==> src/rtl/ex_muldiv.sv <==
// ex_muldiv: iterative RV32M multiply/divide unit for the EX stage.
// Radix-2 shift-add multiply and restoring divide, one bit per cycle.
module ex_muldiv #(
  parameter int XLEN = 32
) (
  input  logic            clk,
  input  logic            rst,
  input  logic            start,
  input  logic [2:0]      funct3,
  input  logic [XLEN-1:0] op_a,
  input  logic [XLEN-1:0] op_b,
  input  logic            hold,
  input  logic            flush,
  output logic            stall,
  output logic            done,
  output logic [XLEN-1:0] result
);

  localparam int CW = $clog2(XLEN) + 1;

  typedef enum logic [1:0] {IDLE, BUSY, DONE} state_t;

  state_t            state_q;
  logic [2:0]        fn_q;
  logic [XLEN-1:0]   a_q;
  logic [XLEN-1:0]   quo_q;
  logic [XLEN-1:0]   rem_q;
  logic [2*XLEN-1:0] prod_q;
  logic [CW-1:0]     cnt_q;
  logic              negq_q;
  logic              negr_q;
  logic              done_q;
  logic [XLEN-1:0]   res_q;

  logic            a_sgn, b_sgn, a_neg, b_neg;
  logic [XLEN-1:0] a_mag, b_mag;
  logic            div0, ovf;
  logic [XLEN-1:0] spec_res;

  // MUL low word is sign-agnostic, so it is treated as unsigned.
  assign a_sgn = (funct3 == 3'b001) | (funct3 == 3'b010)
               | (funct3 == 3'b100) | (funct3 == 3'b110);
  assign b_sgn = (funct3 == 3'b001) | (funct3 == 3'b100)
               | (funct3 == 3'b110);
  assign a_neg = a_sgn & op_a[XLEN-1];
  assign b_neg = b_sgn & op_b[XLEN-1];
  assign a_mag = a_neg ? -op_a : op_a;
  assign b_mag = b_neg ? -op_b : op_b;

  assign div0 = funct3[2] & (op_b == '0);
  assign ovf  = funct3[2] & ~funct3[0]
              & (op_a == {1'b1, {(XLEN-1){1'b0}}})
              & (op_b == '1);
  assign spec_res = funct3[1] ? (div0 ? op_a : '0)
                              : (div0 ? '1 : op_a);

  logic [XLEN:0]     shifted, trial;
  logic [XLEN-1:0]   rem_nx, quo_nx;
  logic [XLEN:0]     msum;
  logic [2*XLEN-1:0] prod_nx;

  assign shifted = {rem_q, quo_q[XLEN-1]};
  assign trial   = shifted - {1'b0, a_q};
  assign rem_nx  = trial[XLEN] ? shifted[XLEN-1:0] : trial[XLEN-1:0];
  assign quo_nx  = {quo_q[XLEN-2:0], ~trial[XLEN]};

  assign msum    = {1'b0, prod_q[2*XLEN-1:XLEN]}
                 + {1'b0, (prod_q[0] ? a_q : {XLEN{1'b0}})};
  assign prod_nx = {msum, prod_q[XLEN-1:1]};

  logic [2*XLEN-1:0] prod_fx;
  logic [XLEN-1:0]   quo_fx, rem_fx, fx_res;

  assign prod_fx = negq_q ? -prod_q : prod_q;
  assign quo_fx  = negq_q ? -quo_q : quo_q;
  assign rem_fx  = negr_q ? -rem_q : rem_q;

  always_comb begin
    fx_res = '0;
    unique case (1'b1)
      fn_q[2] & fn_q[1]:              fx_res = rem_fx;
      fn_q[2] & ~fn_q[1]:             fx_res = quo_fx;
      ~fn_q[2] & (fn_q[1:0] == 2'b0): fx_res = prod_fx[XLEN-1:0];
      ~fn_q[2] & (fn_q[1:0] != 2'b0): fx_res = prod_fx[2*XLEN-1:XLEN];
    endcase
  end

  always_comb begin
    stall = 1'b0;
    case (state_q)
      IDLE:    stall = start & ~flush;
      BUSY:    stall = 1'b1;
      default: stall = 1'b0;
    endcase
  end

  always_ff @(posedge clk or posedge rst) begin
    if (rst) begin
      state_q <= IDLE;
      fn_q    <= '0;
      a_q     <= '0;
      quo_q   <= '0;
      rem_q   <= '0;
      prod_q  <= '0;
      cnt_q   <= '0;
      negq_q  <= 1'b0;
      negr_q  <= 1'b0;
      done_q  <= 1'b0;
      res_q   <= '0;
    end else if (flush) begin
      state_q <= IDLE;
      done_q  <= 1'b0;
    end else begin
      case (state_q)
        IDLE: if (start) begin
          fn_q   <= funct3;
          cnt_q  <= '0;
          negq_q <= a_neg ^ b_neg;
          negr_q <= a_neg;
          rem_q  <= '0;
          if (funct3[2]) begin
            quo_q <= a_mag;
            a_q   <= b_mag;
          end else begin
            prod_q <= {{XLEN{1'b0}}, b_mag};
            a_q    <= a_mag;
          end
          if (div0 | ovf) begin
            res_q   <= spec_res;
            done_q  <= 1'b1;
            state_q <= DONE;
          end else begin
            state_q <= BUSY;
          end
        end
        BUSY: if (cnt_q == CW'(XLEN)) begin
          res_q   <= fx_res;
          done_q  <= 1'b1;
          state_q <= DONE;
        end else begin
          cnt_q <= cnt_q + 1'b1;
          if (fn_q[2]) begin
            rem_q <= rem_nx;
            quo_q <= quo_nx;
          end else begin
            prod_q <= prod_nx;
          end
        end
        DONE: if (!hold) begin
          done_q  <= 1'b0;
          state_q <= IDLE;
        end
        default: state_q <= IDLE;
      endcase
    end
  end

  assign done   = done_q;
  assign result = res_q;

endmodule
==> config.mk <==
export PLATFORM = sky130hd
export DESIGN_NAME = ex_muldiv
export DESIGN_NICKNAME = d
export VERILOG_FILES = /design/src/rtl/ex_muldiv.sv
export SDC_FILE = /design/constraint.sdc
export NUM_CORES = 1
export LEC_CHECK = 0
export CORE_MARGIN = 2
export CORE_UTILIZATION = 55
export DETAILED_ROUTE_END_ITERATION = 16
export HOLD_SLACK_MARGIN = 0.03
export PLACE_DENSITY_LB_ADDON = 0.25
export SYNTH_ARGS = -nofsm -noshare
export SYNTH_HDL_FRONTEND = slang
export SYNTH_SLANG_ARGS = --single-unit
==> constraint.sdc <==
create_clock -name clk -period 6.18 [get_ports clk]
set_input_delay 0.618 -clock clk [delete_from_list [all_inputs] [get_ports clk]]
set_output_delay 0.618 -clock clk [all_outputs]
set_load 0.01 [all_outputs]
======== Word level (Yosys, flattened, before mapping) ========
Index checks and enable logic that the tools add are counted.
word-level totals
  register bits ........................... 206
  input bits .............................. 72
  word-level logic and storage cells ...... 123
operators by class
  eq/ne operators ......................... 21
  reductions and logical operators ........ 14
  muxes and demuxes ....................... 46
  add/sub/neg operators ................... 8
  bitwise gates (word level) .............. 23
operators with widths
  kind                  number
  $mux 32               20
  $mux 64               5
  $pmux 32 s2           3
  $neg 32->32           4
  $pmux 32 s4           1
  $pmux 64 s2           1
  $eq 32x32->1 const B  2
  $neg 64->64           1
  $add 32x32->33        1
  $sub 33x32->33        1
  $logic_not 32->1      1
  $ne 2x2->1 const B    8
  $reduce_and 5->1      3
  $mux 6                2
  $ne 3x3->1 const B    4
  $pmux 6 s2            1
  $reduce_and 6->1      2
  $and 1x1->1           11
  $mux 2                5
  $add 6x1->6 const B   1
  $eq 3x3->1 const B    2
  $eq 6x6->1 const B    1
  $or 1x1->1            6
  $pmux 2 s3            1
  other kinds (14)      25

======== Depth between registers and ports, before layout ========
Gate-level depths: netlist of the first run.
  depth after elaboration ................. 9
  depth in mapped cells ................... 14
  mapped depth without buffers ............ 14

======== Least setup slack after synthesis of the first run ========
No wires, ideal clock.
  kind .................................... flip-flop to flip-flop
  start point ............................. register prod_q[0]
  end point ............................... register prod_q[57]
  data required time ...................... 6.058 ns
  clock period less this slack ............ 3.424 ns
  path buffers ............................ 1
  data arrival time ....................... 3.303 ns
  cell stages (with the launch flop) ...... 15
  path slack .............................. 2.756 ns
  library setup time ...................... 0.122 ns
  cells stage by stage .................... dfrtp_1 inv_1 clkbuf_1 nor2_1 ha_1 nor2b_1 o31ai_1 a211oi_1 o31ai_1 a21oi_1 o221ai_1 a21oi_1 o21a_1 or3_1 a32o_1
on the way
  cells in the longest elaborated chain, start to end .. 5
ends and longest elaborated chain
  element                 line  source
  from (decl)             28    logic [2*XLEN-1:0] prod_q;
  from (signal assigned)  125   prod_q <= {{XLEN{1'b0}}, b_mag};
  from (signal assigned)  146   prod_q <= prod_nx;
  $mux 32                 68    + {1'b0, (prod_q[0] ? a_q : {XLEN{1'b0}})};
  $add 32x32->33          68
  $mux 64                 142   if (fn_q[2]) begin
  $mux 64                 136   BUSY: if (cnt_q == CW'(XLEN)) begin
  $pmux 64 s2             114   case (state_q)
No other way between the ends. The select of a mux whose other input is x is not followed.
A chain may end at the register's enable or synchronous reset.

======== Worst setup path in the final report of the first run ========
Same ends and word-level chain as after synthesis.

==> qor.yml, run 1 <==
outcome: "finished, final reports clean"
yosysTopAreaCell: "dfrtp_1"
crit_buf_inv: 2
synth_top_area_share_pct: 29.0
ctsResizeCount: 0
vias_per_cell: 6.61
period_share_pct: 68.3
criticalPathCategory: "register to register"
drv_cap: 0
nNetsFinal: 2478
critPathTopFamily: "compound AO/OA/AOI/OAI gates"
synthMuxAreaShare_pct: 4.89
hold_buffers: 0
drt-total-wl_um: 66400
dp_hpwl_um: 50700
firstDrtPassIters: 7
io_buffers: 105
endpoint_kind: "register"
drtAntennaViolNets: 0
startpoint_type: "register"
synth_seq_cells: 206
coreArea_um2: 31700
yosysUniqueCellTypes: 82
clk_transition_reported_paths_ns: 0.06
final_cells: 2755
cts_buffers: 26
synth-xor-area-share_pct: 10.8
grt_pass1_wl_um: 101000
synth_area_per_cell_um2: 7.67
drv_slew: 0
rsz0062_at_grt: "no"
synth_nets: 2462
die_y_um: 184
arrival_ns: 4.66
worst_pin_slew_ns: 1.16
reg2reg_from: "prod_q[0]"
synth_area_leaders: "dfrtp_1 (29%), o21ai_0 (7.9%), nand2_1 (6.9%)"
clock_path_buffers: 3
io_pins: 106
cts.sinks: 206
required_ns: 6.62
fin_skew_ns: 0.0159
cts_tree: "done"
grt_pass1_vias: 16800
drc: 0
cts_max_level: 1
synthCells: 2316
p_leak_uw: 0.00832
overflow: 0
setup_violations: 0
row_count: 65
finalSetupTns_ns: 0
drt_iter0_drc: 2534
syn-cell-area_um2: 17800
dieArea_um2: 33800
clk_latency_ns: 0.56
yosys_most_used_dff: "dfrtp_1"
vdd_drop_max_v: 0.000361
dp.cells: 2706
fill_cells: 2827
startpoint: "prod_q[0]"
start_util_pct: 56.0
gp_congestion: 1.04
crit_chain: "inv_1, buf_4, nor2_1, ha_1, nor2b_1, o31ai_1, a211oi_1, o31ai_1, a21oi_1, o221ai_1, a21oi_1, o21a_1, or3_1, a32o_1"
crit_fanout: 32
finalHoldViolCount: 0
yosysMostFrequentCell: "nand2_1"
synth-edff-count: 0
avgRoutedWirePerCell_um: 24.1
vias: 18200
synth_top_family_by_area: "compound AO/OA/AOI/OAI gates"
relSlewSlack_pct: 22.1
fmax_mhz: 237
power_density_nw_per_um2: 346
synthAdderAreaFrac_pct: 5.30
area_growth_pct: 11.9
synth-warning-count: 0
grt_max_degree: 129
die_w_um: 184
synth_compound_area_share_pct: 25.3
cts_setup_buffers: 0
yosysSeqAreaShare_pct: 29.0
grtUsageTotal_pct: 39.5
antenna_found_initial: 3
drive_gt1_share_pct: 4.93
cts-root-buf: "clkbuf_16"
yosys.area_share.simple_pct: 19.8
hp-class: "input port to asynchronous set/reset pin"
slowest_delay_ns: 0.50
finalCriticalPeriod_ns: 4.22
async_flop_share_pct: 100
critPathSlowestCell: "o221ai_1"
synth_common_cells: "nand2_1 (326), o21ai_0 (282), nor2_1 (216)"
==> cells by family (layout without fill, tap and decap cells) <==
group           count (synthesis)  in the layout
fa+ha+maj                      74             74
buf+inv                       215            250
xor+xnor                      220            220
compound gates                743            743
other cells                     0              2
mux                            85             85
simple gates                  773            773
flops                         206            206
==> flip-flops by register name (all words and copies together) (netlist names) <==
signal and flops:
quo_q 32, rem_q 32, negr_q 1, cnt_q 6, prod_q 64, done 1, fn_q 3, result 32
state_q 2, a_q 32, negq_q 1
==> through the flow <==
| stage | hold slack [ns] | area, um2 | total power, uW | util, % | setup WS (ns) |
|---|---|---|---|---|---|
| floorplan | 0.450 | 17800 | 4060 | - | 2.76 |
| global placement | 0.464 | 19000 | 5120 | 59.9 | 1.74 |
| detailed placement | 0.471 | 19000 | 5180 | 59.9 | 1.76 |
| CTS | 0.389 | 19900 | 6760 | 62.6 | 2.05 |
| global route | 0.414 | 19900 | 7230 | 62.6 | 1.64 |
| finish | 0.387 | 19900 | 6880 | 62.7 | 1.96 |
==> cell usage in the layout (no fill, tap or decap), drive strengths merged, types with 28 or more instances in the layout <==
cell           synthesis  layout
a21oi                196     196
clkbuf               109      35
clkdlybuf4s50          0     104
dfrtp                206     206
ha                    72      72
inv                   74      73
mux2i                 70      70
nand2                326     326
nand3                 28      28
nor2                 216     216
nor3                  33      33
o21ai                287     287
o31ai                 54      54
xnor2                113     113
xor2                 107     107
==> routing by layer <==
metal	share of wire [%]	vias up	track usage, %
met5	0.020	-	0
li1	-	8316	-
met1	41	8612	53.3
met3	11	204	11.0
met2	42	1072	57.6
met4	6.0	2	20.7
==> final timing paths <==
check / depth (start not counted) / slack (ns) / endpoint
worst max-delay path: 14 / 1.96 / prod_q[57]
worst min-delay path: 2 / 0.39 / prod_q[55]
worst max register to register: 14 / 1.96 / prod_q[57]
worst min register to register: 2 / 0.48 / result[3]
max in group asynchronous: 3 / 4.55 / negq_q
min in group clk: 2 / 0.48 / result[3]
==> worst reg2reg max path: cells and delay by family, from the launching register on <==
family / cells / cell delay [ns]
DFF: 1 / 0.46
adders and majority gates: 1 / 0.33
buffers and inverters: 2 / 0.41
AOI/OAI and AO/OA: 8 / 2.35
and+or+nand+nor: 3 / 0.55
==> report_power, final <==
group          internal (uW)  total, uW  switching, uW
registers               1700       2230            539
logic                   1170       3080           1910
clock network            912       1570            659
total                   3770       6880           3110
==> layout make-up <==
cell class                 count  area (um2)  area share [%]
multi-input combinational   1895       11800            59.5
tap                          402         503            2.53
antenna                        2        5.00          0.0252
timing repair buffer         129        1240            6.23
clock buffer                  35         766            3.85
sequential                   206        5160            25.9
inverter                      74         282            1.42
clock inverter                12         108           0.541
No activity file was read; power rests on OpenSTA's default activity.
==> inputs of run 2 (changes only) <==
==> constraint.sdc (replaced) <==
create_clock -name clk -period 3.7 [get_ports clk]
set_input_delay 0.37 -clock clk [delete_from_list [all_inputs] [get_ports clk]]
set_output_delay 0.37 -clock clk [all_outputs]
set_load 0.01 [all_outputs]
==> qor.yml, run 2 (same netlist as run 1, synthesis figures left out) <==
setup_violations: 0  # unchanged
drive_gt1_share_pct: 8.26  # +3.3 points
clk_transition_reported_paths_ns: 0.06  # about the same
report.power.total_uw: 11700  # +70%
met3RoutedLength_um: 8090  # +6.1%
crit_fanout: 8  # -75%
switchingPower_uw: 5190  # +67%
final_cells: 2836  # +2.9%
clk_latency_ns: 0.55  # about the same
grt_max_degree: 99  # -23%
clock_path_buffers: 3  # unchanged
cts.sinks: 206  # unchanged
dieArea_um2: 33800  # unchanged
period_share_pct: 99.2  # +31 points
avgRoutedWirePerCell_um: 23.6  # -1.9%
worst-r2r-cell-count: 11  # -3
hold_buffers: 0  # unchanged
criticalPathCategory: "register to register"
outcome: "finished, final reports clean"
gp_congestion: 1.11  # +6.4%
area_growth_pct: 16.1
drt-total-wl_um: 67100  # +0.99%
cts-root-buf: "clkbuf_16"
cts_max_level: 1  # unchanged
io_pins: 106  # unchanged
row_count: 65  # unchanged
power_density_nw_per_um2: 566  # +63%
fmax_mhz: 272  # +15%
vias_per_cell: 6.56  # -0.80%
r2r_setup_slack_ns: 0.03  # -1.93 ns
fin_util_pct: 65.1  # +2.4 points
drv_cap: 0  # unchanged
drc: 0  # unchanged
met1Wirelength_um: 26700  # -0.98%
nNetsFinal: 2560  # +3.3%
combPwrFrac_pct: 45.8  # +1.1 points
die_w_um: 184  # unchanged
firstDrtPassIters: 7  # unchanged
whs_ns: 0.403  # +0.0162 ns
wl_met2_um: 28200  # +1.5%
finalHoldViolCount: 0  # unchanged
finalSetupTns_ns: 0  # unchanged
worst_pin_slew_ns: 1.24  # +0.0755 ns
top_layer: "met5"
cts_tree: "done"
io_buffers: 105  # unchanged
grtUsageTotal_pct: 39.2  # -0.30 points
drt_iter0_drc: 2420  # -4.5%
regMostFlops: "prod_q"
power_frac_clock_pct: 22.9  # about the same
overflow: 0  # unchanged
antenna_found_initial: 5  # +2
die_y_um: 184  # unchanged
p_seq_share_pct: 31.3  # -1.2 points
largest_register_ffs: 64  # unchanged
r2r_end: "result[29]"
arrival_ns: 4.14  # -0.52 ns
final_cell_mix: "nand2_1 (325), o21ai_0 (281), nor2_1 (215)"
vdd_drop_max_v: 0.000395  # +9.5%
coreArea_um2: 31700  # unchanged
reg2reg_from: "prod_q[27]"
dp.cells: 2784  # +2.9%
layout_commonest_cell: "nand2_1"
dp_hpwl_um: 51800  # +2.2%
grt_pass1_vias: 17200  # +2.4%
startpoint_type: "register"
vias: 18600  # +2.1%
drtAntennaViolNets: 0  # unchanged
required_ns: 4.16  # -2.46 ns
drv_slew: 0  # unchanged
p_leak_uw: 0.00878  # +5.5%
hp-class: "input port to asynchronous set/reset pin"
endpoint_kind: "register"
fin_skew_ns: 0.0112  # -0.00471 ns
relSlewSlack_pct: 17.3  # -4.9 points
sw_frac_of_total_pct: 44.4  # -0.72 points
intPower_uw: 6490  # +72%
cts_buffers: 26  # unchanged
finalCriticalPeriod_ns: 3.67  # -0.547 ns
start_util_pct: 56.0  # unchanged
grt_pass1_wl_um: 101000  # -0.56%
[run 2: what timing repair did]
action,in CTS,in global routing
endpoints found under the setup margin,0,19
gates resized for setup,0,7
setup buffers,0,2
[run 2: stage by stage]
| stage | worst slack, ns | cell area, um2 |
|---|---|---|
| 2_1_floorplan | 0.276 | 17800 |
| 3_3_place_gp | 0.119 | 19700 |
| 5_1_grt | -0.0113 | 20600 |
| 4_1_cts | 0.0652 | 20600 |
| 3_5_place_dp | 0.0914 | 19700 |
| 6_report | 0.0282 | 20600 |
[run 2: worst max-delay path, cell delays in order (launching register included)]
cell and delay (ns):
dfrtp_1 0.44, or4_4 0.57, or4_4 0.48, and4bb_2 0.34, nand4_1 0.20, buf_4 0.26, o31ai_1 0.30, xnor2_1 0.21
a22oi_1 0.15, a22oi_2 0.35, a21oi_1 0.14, o21ai_1 0.15
[run 2: per-layer routing]
metal | vias to the layer above | track usage [%]
li1 | 8501 | -
met1 | 8825 | 52.0
met2 | 1026 | 58.2
met3 | 231 | 11.3
met4 | 8 | 20.2
met5 | - | 0
[run 2: worst max path at each step]
stage | cells after the start | from | end
finish | 11 | prod_q[27] | result[29]
global route | 16 | quo_q[31] | rem_q[26]
CTS | 11 | prod_q[27] | result[29]
detailed placement | 11 | prod_q[27] | result[29]
global placement | 11 | prod_q[27] | result[29]
floorplan | 14 | prod_q[0] | prod_q[57]
[run 2: power by group through the flow]
stage / Sequential (uW) / Clock, uW / Combinational [uW]
after detailed placement: 3650 / 0 / 5100
after CTS: 3620 / 2670 / 5140
final: 3650 / 2680 / 5350
after global placement: 3630 / 0 / 5000
after floorplan: 3420 / 0 / 3360
after global routing: 3720 / 2760 / 5730
[run 2: cell type report]
| type | count | area, um2 |
|---|---|---|
| Multi-Input combinational cell | 1895 | 11900 |
| Tap cell | 402 | 503 |
| Antenna cell | 1 | 2.50 |
| Timing Repair Buffer | 211 | 1960 |
| Clock inverter | 11 | 116 |
| Inverter | 74 | 282 |
| Clock buffer | 36 | 769 |
| Sequential cell | 206 | 5160 |
| Fill cell | 2800 | 11100 |
==> inputs of run 3 (changes only) <==
--- a/config.mk
+++ b/config.mk
@@ -5,8 +5,10 @@
 export SDC_FILE = /design/constraint.sdc
 export NUM_CORES = 1
 export LEC_CHECK = 0
+export ABC_CLOCK_PERIOD_IN_PS = 3700
 export CORE_MARGIN = 2
 export CORE_UTILIZATION = 55
+export CTS_BUF_LIST = sky130_fd_sc_hd__clkbuf_8
 export DETAILED_ROUTE_END_ITERATION = 16
 export HOLD_SLACK_MARGIN = 0.03
 export PLACE_DENSITY_LB_ADDON = 0.25
==> qor.yml, run 3 (same netlist as run 1, synthesis figures left out) <==
outcome: "finished, final reports clean"
fin_util_pct: 64.7  # -0.32 points
worst_pin_slew_ns: 1.20  # -0.0390 ns
finalCriticalPeriod_ns: 3.70  # +0.0277 ns
cts_max_level: 2  # +1
layout_commonest_cell: "nand2_1"
gp_congestion: 1.11  # unchanged
period_share_pct: 100  # +0.75 points
coreArea_um2: 31700  # unchanged
die_w_um: 184  # unchanged
clk_latency_ns: 0.59  # +0.04 ns
cts_buffers: 39  # +50%
start_util_pct: 56.0  # unchanged
regMostFlops: "prod_q"
required_ns: 4.13  # -0.03 ns
avgRoutedWirePerCell_um: 23.5  # -0.81%
setup_violations: 0  # unchanged
drive_gt1_share_pct: 8.76  # +0.50 points
nNetsFinal: 2573  # +0.51%
cts-root-buf: "clkbuf_8"
power_density_nw_per_um2: 551  # -2.6%
largest_register_ffs: 64  # unchanged
die_y_um: 184  # unchanged
cts.sinks: 206  # unchanged
drt_iter0_drc: 2373  # -1.9%
endpoint_kind: "register"
fin_skew_ns: 0.0163  # +0.00509 ns
io_pins: 106  # unchanged
fmax_mhz: 270  # -0.75%
arrival_ns: 4.13  # about the same
criticalPathCategory: "register to register"
final_cell_mix: "nand2_1 (325), o21ai_0 (281), nor2_1 (215)"
grt_pass1_wl_um: 100000  # -0.27%
dp_hpwl_um: 51800  # unchanged
relSlewSlack_pct: 19.9  # +2.6 points
clk_transition_reported_paths_ns: 0.06  # about the same
finish.instance_area_um2: 20500  # -0.49%
vias_per_cell: 6.54  # -0.21%
firstDrtPassIters: 8  # +1
dieArea_um2: 33800  # unchanged
grt_pass1_vias: 17200  # +0.16%
finalHoldViolCount: 0  # unchanged
p_leak_uw: 0.00878  # about the same
clock_path_buffers: 3  # unchanged
startpoint_type: "register"
place_area_um2: 19700  # unchanged
drt-total-wl_um: 67000  # about the same
vias: 18700  # +0.56%
drv_slew: 0  # unchanged
finalSetupTns_ns: 0  # unchanged
hp-class: "input port to asynchronous set/reset pin"
grt_max_degree: 99  # unchanged
vdd_drop_max_v: 0.000402  # +1.7%
drc: 0  # unchanged
report.power.total_uw: 11300  # -3.1%
drtAntennaViolNets: 0  # unchanged
crit_fanout: 6  # -2
antenna_found_initial: 3  # -2
hold_buffers: 0  # unchanged
drv_cap: 0  # unchanged
area_growth_pct: 15.6
overflow: 0  # unchanged
io_buffers: 105  # unchanged
grtUsageTotal_pct: 39.4  # +0.12 points
cts_tree: "done"
r2r_setup_slack_ns: 0.0005  # -0.03 ns
row_count: 65  # unchanged
-- run 3: critical path: stages (launching register included) --
cell and delay, ns:
dfrtp_1 0.44, or3_1 0.46, nor4_1 0.40, nand2_1 0.19, o41ai_1 0.41, xnor2_1 0.21
a221oi_1 0.77, o21ai_0 0.33, o22ai_1 0.24, o21ai_0 0.10
-- run 3: final timing paths --
check | from | endpoint | cells after the start
max | rem_q[2] | result[17] | 9
min | rst | rem_q[30] | 2
max reg2reg | rem_q[2] | result[17] | 9
min reg2reg | result[1] | result[1] | 2
max in group asynchronous | rst | rem_q[10] | 3
min in group clk | hold | state_q[1] | 3
-- run 3: layout make-up --
class / count / area (um2)
inverters: 74 / 282
flip-flops and latches: 206 / 5160
repair buffers: 211 / 1950
well taps: 402 / 503
diodes: 2 / 5.00
fillers: 2843 / 11200
multi-input cells: 1895 / 11900
clock inverters: 20 / 120
clock buffers: 48 / 661
-- run 3: report_power, final --
group	switching, uW	internal [uW]
clock network	1090	1240
logic	3260	2070
registers	826	2830
-- run 3: metal layers --
| metal | part of all wire, % | wire length [um] | global-route usage [%] |
|---|---|---|---|
| met4 | 6.1 | 4070 | 21.9 |
| met5 | 0.069 | 46 | 0 |
| met1 | 41 | 27300 | 51.9 |
| met2 | 42 | 28000 | 57.8 |
| met3 | 11 | 7610 | 11.5 |
-- run 3: timing repair --
action | CTS | global route
endpoints found under the setup margin | 0 | 27
gates resized for setup | 0 | 8
buffers inserted | 0 | 2
-- run 3: metrics by stage --
stage	instances	hold slack, ns	setup WS [ns]
final	2858	0.369	0.000525
after global routing	2856	0.422	-0.0115
after CTS	2852	0.386	0.0467
after detailed placement	2784	0.469	0.0914
after global placement	2784	0.464	0.119
after floorplan	2316	0.450	0.276
